`src/rtl/lock_client.sv`:
```
// Accelerator-side initiator for the OmpSsManager lock protocol: sends lock/unlock
// commands, waits for the ACK of lock commands, and retries with a fixed backoff on reject.
module lock_client #(
  parameter int MAX_ACCS       = 16,
  parameter int BACKOFF_CYCLES = 16,
  parameter int MAX_RETRIES    = 0,
  parameter int LOCK_ID_BITS   = 8,
  parameter int ACC_BITS       = (MAX_ACCS > 1) ? $clog2(MAX_ACCS) : 1
) (
  input  logic                    clk,
  input  logic                    rstn,
  input  logic [ACC_BITS-1:0]     acc_id,
  input  logic                    req_valid,
  output logic                    req_ready,
  input  logic                    req_lock,
  input  logic [LOCK_ID_BITS-1:0] req_lock_id,
  output logic                    resp_valid,
  input  logic                    resp_ready,
  output logic                    resp_ok,
  output logic                    lock_held,
  output logic                    ack_err,
  output logic [63:0]             outStream_TDATA,
  output logic                    outStream_TVALID,
  input  logic                    outStream_TREADY,
  output logic [ACC_BITS-1:0]     outStream_TID,
  input  logic [7:0]              inStream_TDATA,
  input  logic                    inStream_TVALID,
  output logic                    inStream_TREADY
);
  // OmpSsManager command / ACK encoding
  localparam int         CMD_TYPE_L      = 0;
  localparam int         CMD_TYPE_H      = 7;
  localparam int         LOCK_ID_L       = 8;
  localparam int         LOCK_ID_H       = LOCK_ID_L + LOCK_ID_BITS - 1;
  localparam logic [7:0] CMD_LOCK_CODE   = 8'h04;
  localparam logic [7:0] CMD_UNLOCK_CODE = 8'h05;
  localparam logic [7:0] ACK_OK_CODE     = 8'h01;
  localparam logic [7:0] ACK_REJECT_CODE = 8'h00;

  localparam int RC_W = (MAX_RETRIES > 0) ? $clog2(MAX_RETRIES + 1) : 1;
  localparam int BO_W = $clog2(BACKOFF_CYCLES + 1);

  typedef enum logic [2:0] {S_IDLE, S_SEND, S_WAIT_ACK, S_BACKOFF, S_RESPOND} state_t;

  state_t                  r_state, w_next;
  logic                    r_lock;
  logic [LOCK_ID_BITS-1:0] r_lock_id;
  logic [RC_W-1:0]         r_retry, w_retry_inc;
  logic [BO_W-1:0]         r_bo;
  logic                    r_resp_ok, r_held, r_err;
  logic                    w_accept, w_unlock_done, w_ack_ok, w_ack_rej, w_ack_bad, w_give_up;

  // retry count saturates instead of wrapping when retrying forever
  assign w_retry_inc = (&r_retry) ? r_retry : r_retry + RC_W'(1);

  always_comb begin
    w_next        = r_state;
    w_accept      = 1'b0;
    w_unlock_done = 1'b0;
    w_ack_ok      = 1'b0;
    w_ack_rej     = 1'b0;
    w_ack_bad     = 1'b0;
    w_give_up     = 1'b0;
    case (r_state)
      S_IDLE: if (req_valid) begin
        w_accept = 1'b1;
        w_next   = S_SEND;
      end
      S_SEND: if (outStream_TREADY) begin
        w_unlock_done = ~r_lock;
        w_next        = r_lock ? S_WAIT_ACK : S_RESPOND;
      end
      S_WAIT_ACK: if (inStream_TVALID) begin
        if (inStream_TDATA == ACK_OK_CODE) begin
          w_ack_ok = 1'b1;
          w_next   = S_RESPOND;
        end else if (inStream_TDATA == ACK_REJECT_CODE) begin
          w_ack_rej = 1'b1;
          w_give_up = (MAX_RETRIES != 0) && (w_retry_inc == RC_W'(MAX_RETRIES));
          w_next    = w_give_up ? S_RESPOND : S_BACKOFF;
        end else begin
          w_ack_bad = 1'b1;
        end
      end
      S_BACKOFF: if (r_bo == BO_W'(1)) w_next = S_SEND;
      S_RESPOND: if (resp_ready) w_next = S_IDLE;
      default:   w_next = S_IDLE;
    endcase
  end

  always_ff @(posedge clk) begin
    if (!rstn) r_state <= S_IDLE;
    else       r_state <= w_next;
  end

  always_ff @(posedge clk) begin
    if (w_accept) begin
      r_lock    <= req_lock;
      r_lock_id <= req_lock_id;
    end
  end

  always_ff @(posedge clk) begin
    if (!rstn) begin
      r_retry   <= '0;
      r_bo      <= '0;
      r_resp_ok <= 1'b0;
      r_held    <= 1'b0;
      r_err     <= 1'b0;
    end else begin
      if (w_accept) r_retry <= '0;
      if (w_unlock_done) begin
        r_held    <= 1'b0;
        r_resp_ok <= 1'b1;
      end
      if (w_ack_ok) begin
        r_held    <= 1'b1;
        r_resp_ok <= 1'b1;
      end
      if (w_ack_rej) begin
        r_retry <= w_retry_inc;
        if (w_give_up) r_resp_ok <= 1'b0;
        else           r_bo      <= BO_W'(BACKOFF_CYCLES);
      end
      if (w_ack_bad) r_err <= 1'b1;
      if (r_state == S_BACKOFF) r_bo <= r_bo - BO_W'(1);
    end
  end

  always_comb begin
    outStream_TDATA                       = '0;
    outStream_TDATA[CMD_TYPE_H:CMD_TYPE_L] = r_lock ? CMD_LOCK_CODE : CMD_UNLOCK_CODE;
    outStream_TDATA[LOCK_ID_H:LOCK_ID_L]   = r_lock_id;
  end

  assign req_ready        = (r_state == S_IDLE);
  assign outStream_TVALID = (r_state == S_SEND);
  assign outStream_TID    = acc_id;
  assign inStream_TREADY  = (r_state == S_WAIT_ACK);
  assign resp_valid       = (r_state == S_RESPOND);
  assign resp_ok          = r_resp_ok;
  assign lock_held        = r_held;
  assign ack_err          = r_err;
endmodule

```
`config.mk`:
```
export PLATFORM = sky130hd
export DESIGN_NAME = lock_client
export DESIGN_NICKNAME = d
export VERILOG_FILES = /design/src/rtl/lock_client.sv
export SDC_FILE = /design/constraint.sdc
export NUM_CORES = 1
export LEC_CHECK = 0
export ABC_CLOCK_PERIOD_IN_PS = 3700
export CORE_UTILIZATION = 30
export CTS_BUF_LIST = sky130_fd_sc_hd__clkbuf_8
export DETAILED_ROUTE_END_ITERATION = 12
export PLACE_DENSITY = 0.71
export SYNTH_ARGS = -nofsm -noshare
export SYNTH_HDL_FRONTEND = slang
export SYNTH_SLANG_ARGS = --single-unit
```
`constraint.sdc`:
```
create_clock -name clk -period 3.7 [get_ports clk]
set_input_delay 1.11 -clock clk [delete_from_list [all_inputs] [get_ports clk]]
set_output_delay 1.11 -clock clk [all_outputs]
set_load 0.05 [all_outputs]
```
==> flow_summary.toml <==
[run_status]
status = "complete, but fails checks"
violations = "design-rule violations"

[final_layout]
final_cell_mix = "conb_1, clkdlybuf4s50_1, dfxtp_1"
num-fill-cells = 437
mostFrequentLayoutCell = "conb_1"
fin_nets = 217
synthToLayoutAreaGrowth_pct = 17.5
fin_cells = 239
drive_gt1_share_pct = 3.74
antenna_cells = 0

[synth]
synth_seq_cells = 20
synthAdderAreaFrac_pct = 1.76
synth_top_family_by_area = "buffers and inverters"
synth-simple-area-share_pct = 16.2
synthTopCellsByArea = "buf_4, edfxtp_1, dfxtp_1, nor3b_1, ha_1"
muxShareOfSynthArea_pct = 1.41
ys_seq_area_share_pct = 34.6
syn_area_sq_mm = 0.00142
synthesis.instances = 155
syn_avg_cell_area_sq_um = 9.15
synth_compound_area_share_pct = 11.2
synth_xor_area_share_pct = 0
yosys_warnings = 0
synth.top_cell.area_share_pct = 31.2
yosysTopAreaCell = "buf_4"
synth_cell_type_count = 40

[routing]
drt_first_iter_violations = 51
antenna_left = 0
drt-vias-per-instance = 4.10
wl_per_cell_um = 9.79
wl_mm = 2.34
dr.pass1.iters = 8
drc = 18
vias = 981

[grt]
grt_overflow = 0
grt_pass1_vias = 797
grt_max_degree = 16
grt.total_usage_pct = 8.94
grt_pass1_wl_mm = 3.55
antenna_found_initial = 0

[critical_path]
r2r_end = "r_state[0]"
cp.required_ps = 2590
r2r_start = "r_bo[1]"
crit_type = "reg -> out"
crit_chain = "nand2b_1, nor2_1, clkdlybuf4s50_1"
worstSetupEndpointType = "primary output"
cp_max_fo = 12
slowest_delay_ps = 850
arrival_ps = 2150
startpoint_type = "flip-flop"
cp-startpoint = "r_state[1]"
reg2reg_depth = 6
rrSetupSlack_ps = 2060
slowest_stage = "clkdlybuf4s50_1"

[pwr]
p_comb_share_pct = 47.8
ir_drop_mv = 0.172
p_per_area_mw_per_mm2 = 617
leakage_uw = 0.000680
switching_share_pct = 45.6
power_frac_seq_pct = 31.1
clockPowerShare_pct = 21.1
p_int_uw = 560
p_switching_uw = 469

[clock_tree]
clkSinkCount = 20
cts_resized = 0
cts_inserted_buffers = 3
root_buffer = "clkbuf_8"
tritoncts = "done"
cts_hold_buf = 0
ctsHtreeMaxLevel = 1
path_clk_slew_ps = 80
clk_latency_ps = 260
cts_setup_buffers = 0
clockBufferDepth = 2

[timing]
fin_skew_ps = 5.09
timing.final.ws_setup_ps = 435
fin_crit_ps = 3260
tns_ps = 0
slew_viol_final = 0
fmax_mhz = 306
fin_crit_sh_pct = 88.2
finalSetupViolCount = 0
finalHoldViolCount = 0
max_slew_margin_pct = 65.2
worstMarginPinSlew_ps = 515
rsz0062_at_grt = "false"

[job]
maxCapViolations = 0

[min_path]
whs_endpoint = "resp_ok"
hold_start = "resp_ok"
hold_depth = 1
hold_class = "reg -> reg"

[die]
fp-row-count = 24
coreArea_sq_mm = 0.00444
die_y_um = 70.8
dieWidth_um = 70.8
num_io_pins = 102
initial_core_util_pct = 31.9
die-area_sq_mm = 0.00501

[place]
place_ws_ps = 728
hpwl_mm = 1.87
place_congestion = 0.848
dp.cells = 235
portBuffers = 38
[how the worst max path moves through the flow]
stage                            to  cells past startpoint
CTS                 inStream_TREADY                      3
global placement    inStream_TREADY                      3
floorplan                resp_valid                      2
detailed placement  inStream_TREADY                      3
finish              inStream_TREADY                      3
global route        inStream_TREADY                      3
[critical path, delay by kind of cell (launching register included)]
kind / cells / cell delay [ps]
buf+inv: 1 / 850
simple gates: 2 / 490
flops: 1 / 550
[routing by layer]
metal	track usage, %	vias up	share of wire (%)
met4	4.67	0	2.0
met5	0	-	0
met3	2.85	6	9.7
met2	14.5	53	46
li1	-	480	-
met1	10.6	442	42
[power groups by stage]
stage                     logic, uW  registers (uW)  clock network, uW
final                           492             320                217
after global routing            517             327                235
after CTS                       493             320                225
after detailed placement        492             325                  0
after global placement          491             322                  0
after floorplan                 388             371                  0
[cells in the mapped netlist, drive strengths merged]
cell     n
a21boi   2
ha       2
or4b     1
o31ai    1
and3     1
nand2b   3
mux2i    2
a31oi    3
o22ai    1
nor2b    2
o221ai   1
buf     62
a211oi   1
nor4b    1
nor3b    6
or2      1
nand3    2
o21a     2
a21oi    3
nand3b   1
edfxtp   9
nand4    2
inv      5
a41oi    1
clkbuf   1
and2     2
nor3     4
nor2     6
nor4     2
a41o     1
nand2    5
dfxtp   11
a32o     1
conb     2
a311o    1
o21ai    4
[sequential cells by signal, indices dropped and copies added (netlist names)]
name / count
r_lock_id: 8
r_bo: 5
r_state: 3
resp_ok: 1
lock_held: 1
r_lock: 1
ack_err: 1
[stage by stage]
stage | area (sq um) | utilization [%] | total power (uW) | hold slack, ps
after detailed placement | 1600 | 35.9 | 816 | 456
after CTS | 1670 | 37.5 | 1040 | 476
after floorplan | 1620 | - | 759 | 446
after global placement | 1600 | 35.9 | 813 | 449
final | 1670 | 37.5 | 1030 | 473
after global routing | 1670 | 37.5 | 1080 | 518
[final cells by class]
class	count	area [sq um]	share of cell area, %
Multi-Input combinational cell	120	641	38.4
Clock buffer	3	41.3	2.48
Tap cell	52	65.1	3.90
Sequential cell	20	490	29.4
Inverter	5	18.8	1.13
Timing Repair Buffer	38	380	22.8
Clock inverter	1	30.0	1.80
[cells by family after synthesis]
| group | Yosys count |
|---|---|
| multiplexers | 2 |
| adder cells (fa/ha/maj) | 2 |
| other | 2 |
| flip-flops | 20 |
| AO/OA/AOI/OAI | 22 |
| AND/OR/NAND/NOR | 39 |
| buffers and inverters | 68 |
No activity file was read; power rests on OpenSTA's default activity.
==> variant (same settings) <==
Put one more register stage on the output `ack_err`. The value now appears one clock later. The other outputs are not delayed to match.
--- a/src/rtl/lock_client.sv
+++ b/src/rtl/lock_client.sv
@@ -140,6 +140,8 @@
   assign resp_valid       = (r_state == S_RESPOND);
   assign resp_ok          = r_resp_ok;
   assign lock_held        = r_held;
-  assign ack_err          = r_err;
+  always_ff @(posedge clk) begin
+    ack_err <= r_err;
+  end
 endmodule
 
Function: changed (Yosys sat finds a counterexample within 4 cycles, from zero or initial values and one cycle with rstn low).
==> variant against the original RTL <==
Synthesized area grew 2.0%. Total power decreased by 3.5%. Fmax is 2.2% lower. Clock power down 31%. Wire length grew 6.8%. Sequential cell count is 1 higher. Non-clock buffer count unchanged. Final area is 0.83% higher. Worst setup slack got worse by 0.074 ns. Critical path type unchanged. Largest cell class unchanged. Highest routed layer is now met3.
==> variant: results <==
[global_routing]
grt_use_total = 0.0951
grt_pass1_vias = 775
antenna_found_initial = 0
grt_max_degree = 15
grt_first_pass_wirelength_um = 3760

[outcome]
outcome = finished clean

[power_and_ir_drop]
cellLeakagePower_uw = 0.000695
p_comb_uw = 510
clk-power_uw = 150
totalPowerFinal_uw = 993
vdd_ir_drop_max_mv = 0.149
sw_frac_of_total = 0.481

[yosys]
synth_fa_ha_area_frac = 0.0173
yosys-top-cells-area = buf_4 31%, edfxtp_1 19%, dfxtp_1 17%, mux2i_1 2.1%, nand2_1 2.1%
synth_common_cells = 59 x buf_4, 12 x dfxtp_1, 9 x edfxtp_1
synth_xor_area_frac = 0.00605
syn_avg_cell_area_um2 = 9.22
synth-seq-cells = 21
ys_async_sr_fraction = 0
synth_edf_count = 9
ys_types = 39
seq_area_frac_synth = 0.353
synth_compound_area_frac = 0.0795
synthMuxAreaShare = 0.0285

[hold_path]
hp-class = reg -> reg

[sta]
slew_headroom = 0.654
skew_ns = 0.00991

[final_layout]
antenna_cells = 0
multi_input_area_um2 = 656
final-clk-cell-share = 0.0276
drive_above_1_share = 0.0529
layout.nonclk_buf_frac = 0.226
multi_input_gates = 120
final.clkbuf_count = 3
nNonClkInverters = 6
seq_share = 0.304
layout.nets = 219
area_growth_pct = 16.1
num-fill-cells = 472
num-nonclk-buffers = 38

[placed_design]
port_buffers = 38
hpwl_um = 2020
gp_congestion = 0.758
dp_cells = 237
dpl-instance-area_mm2 = 0.00163
pre_cts_ws_ns = 0.665

[worst_setup_path]
critPathMaxFanout = 13
critical_path.max_stage_delay_ns = 0.81
critical_path.top_delay_family = buffers and inverters
worstPathArrival_ns = 2.23
cpMaxStageDelayCell = clkdlybuf4s50_1

[route]
vias = 968
first_pass_iters = 6
routedWlPerCell_um = 10.4
viasPerCell = 4.02
drtIter0Drc = 30

[cts]
cts_max_level = 1
clk_pin_slew_ns = 0.08
clock_latency_ns = 0.26
cts-root-buf = clkbuf_8
-- variant: cell types whose count changed in the layout (fill, tap and decap cells not counted), sizes merged, moves of 2 or more --
cell | unedited run | this run
nand2 | 5 | 8
nand2b | 3 | 0
nor3b | 6 | 3
a31oi | 3 | 1
nand4 | 2 | 0
o21ai | 4 | 2
or3 | 0 | 2
-- variant: final timing paths --
check                   from              end  slack [ns]  cells past startpoint
hold reg to reg        r_err          ack_err        0.36                      0
hold / removal         r_err          ack_err        0.36                      0
setup / recovery  r_state[1]  inStream_TREADY        0.36                      3
setup reg to reg  r_state[1]       r_state[1]        1.92                      3
-- variant: metal layers --
metal,GRT usage,share of wire
met1,0.108,0.39
met2,0.162,0.53
met3,0.0394,0.083
met4,0.0327,0
met5,0,0
-- variant: worst reg2reg max path, stage by stage (launching register included) --
cell,delay (ns)
dfxtp_1,0.55
or3b_2,0.52
o221ai_1,0.42
mux2i_1,0.23
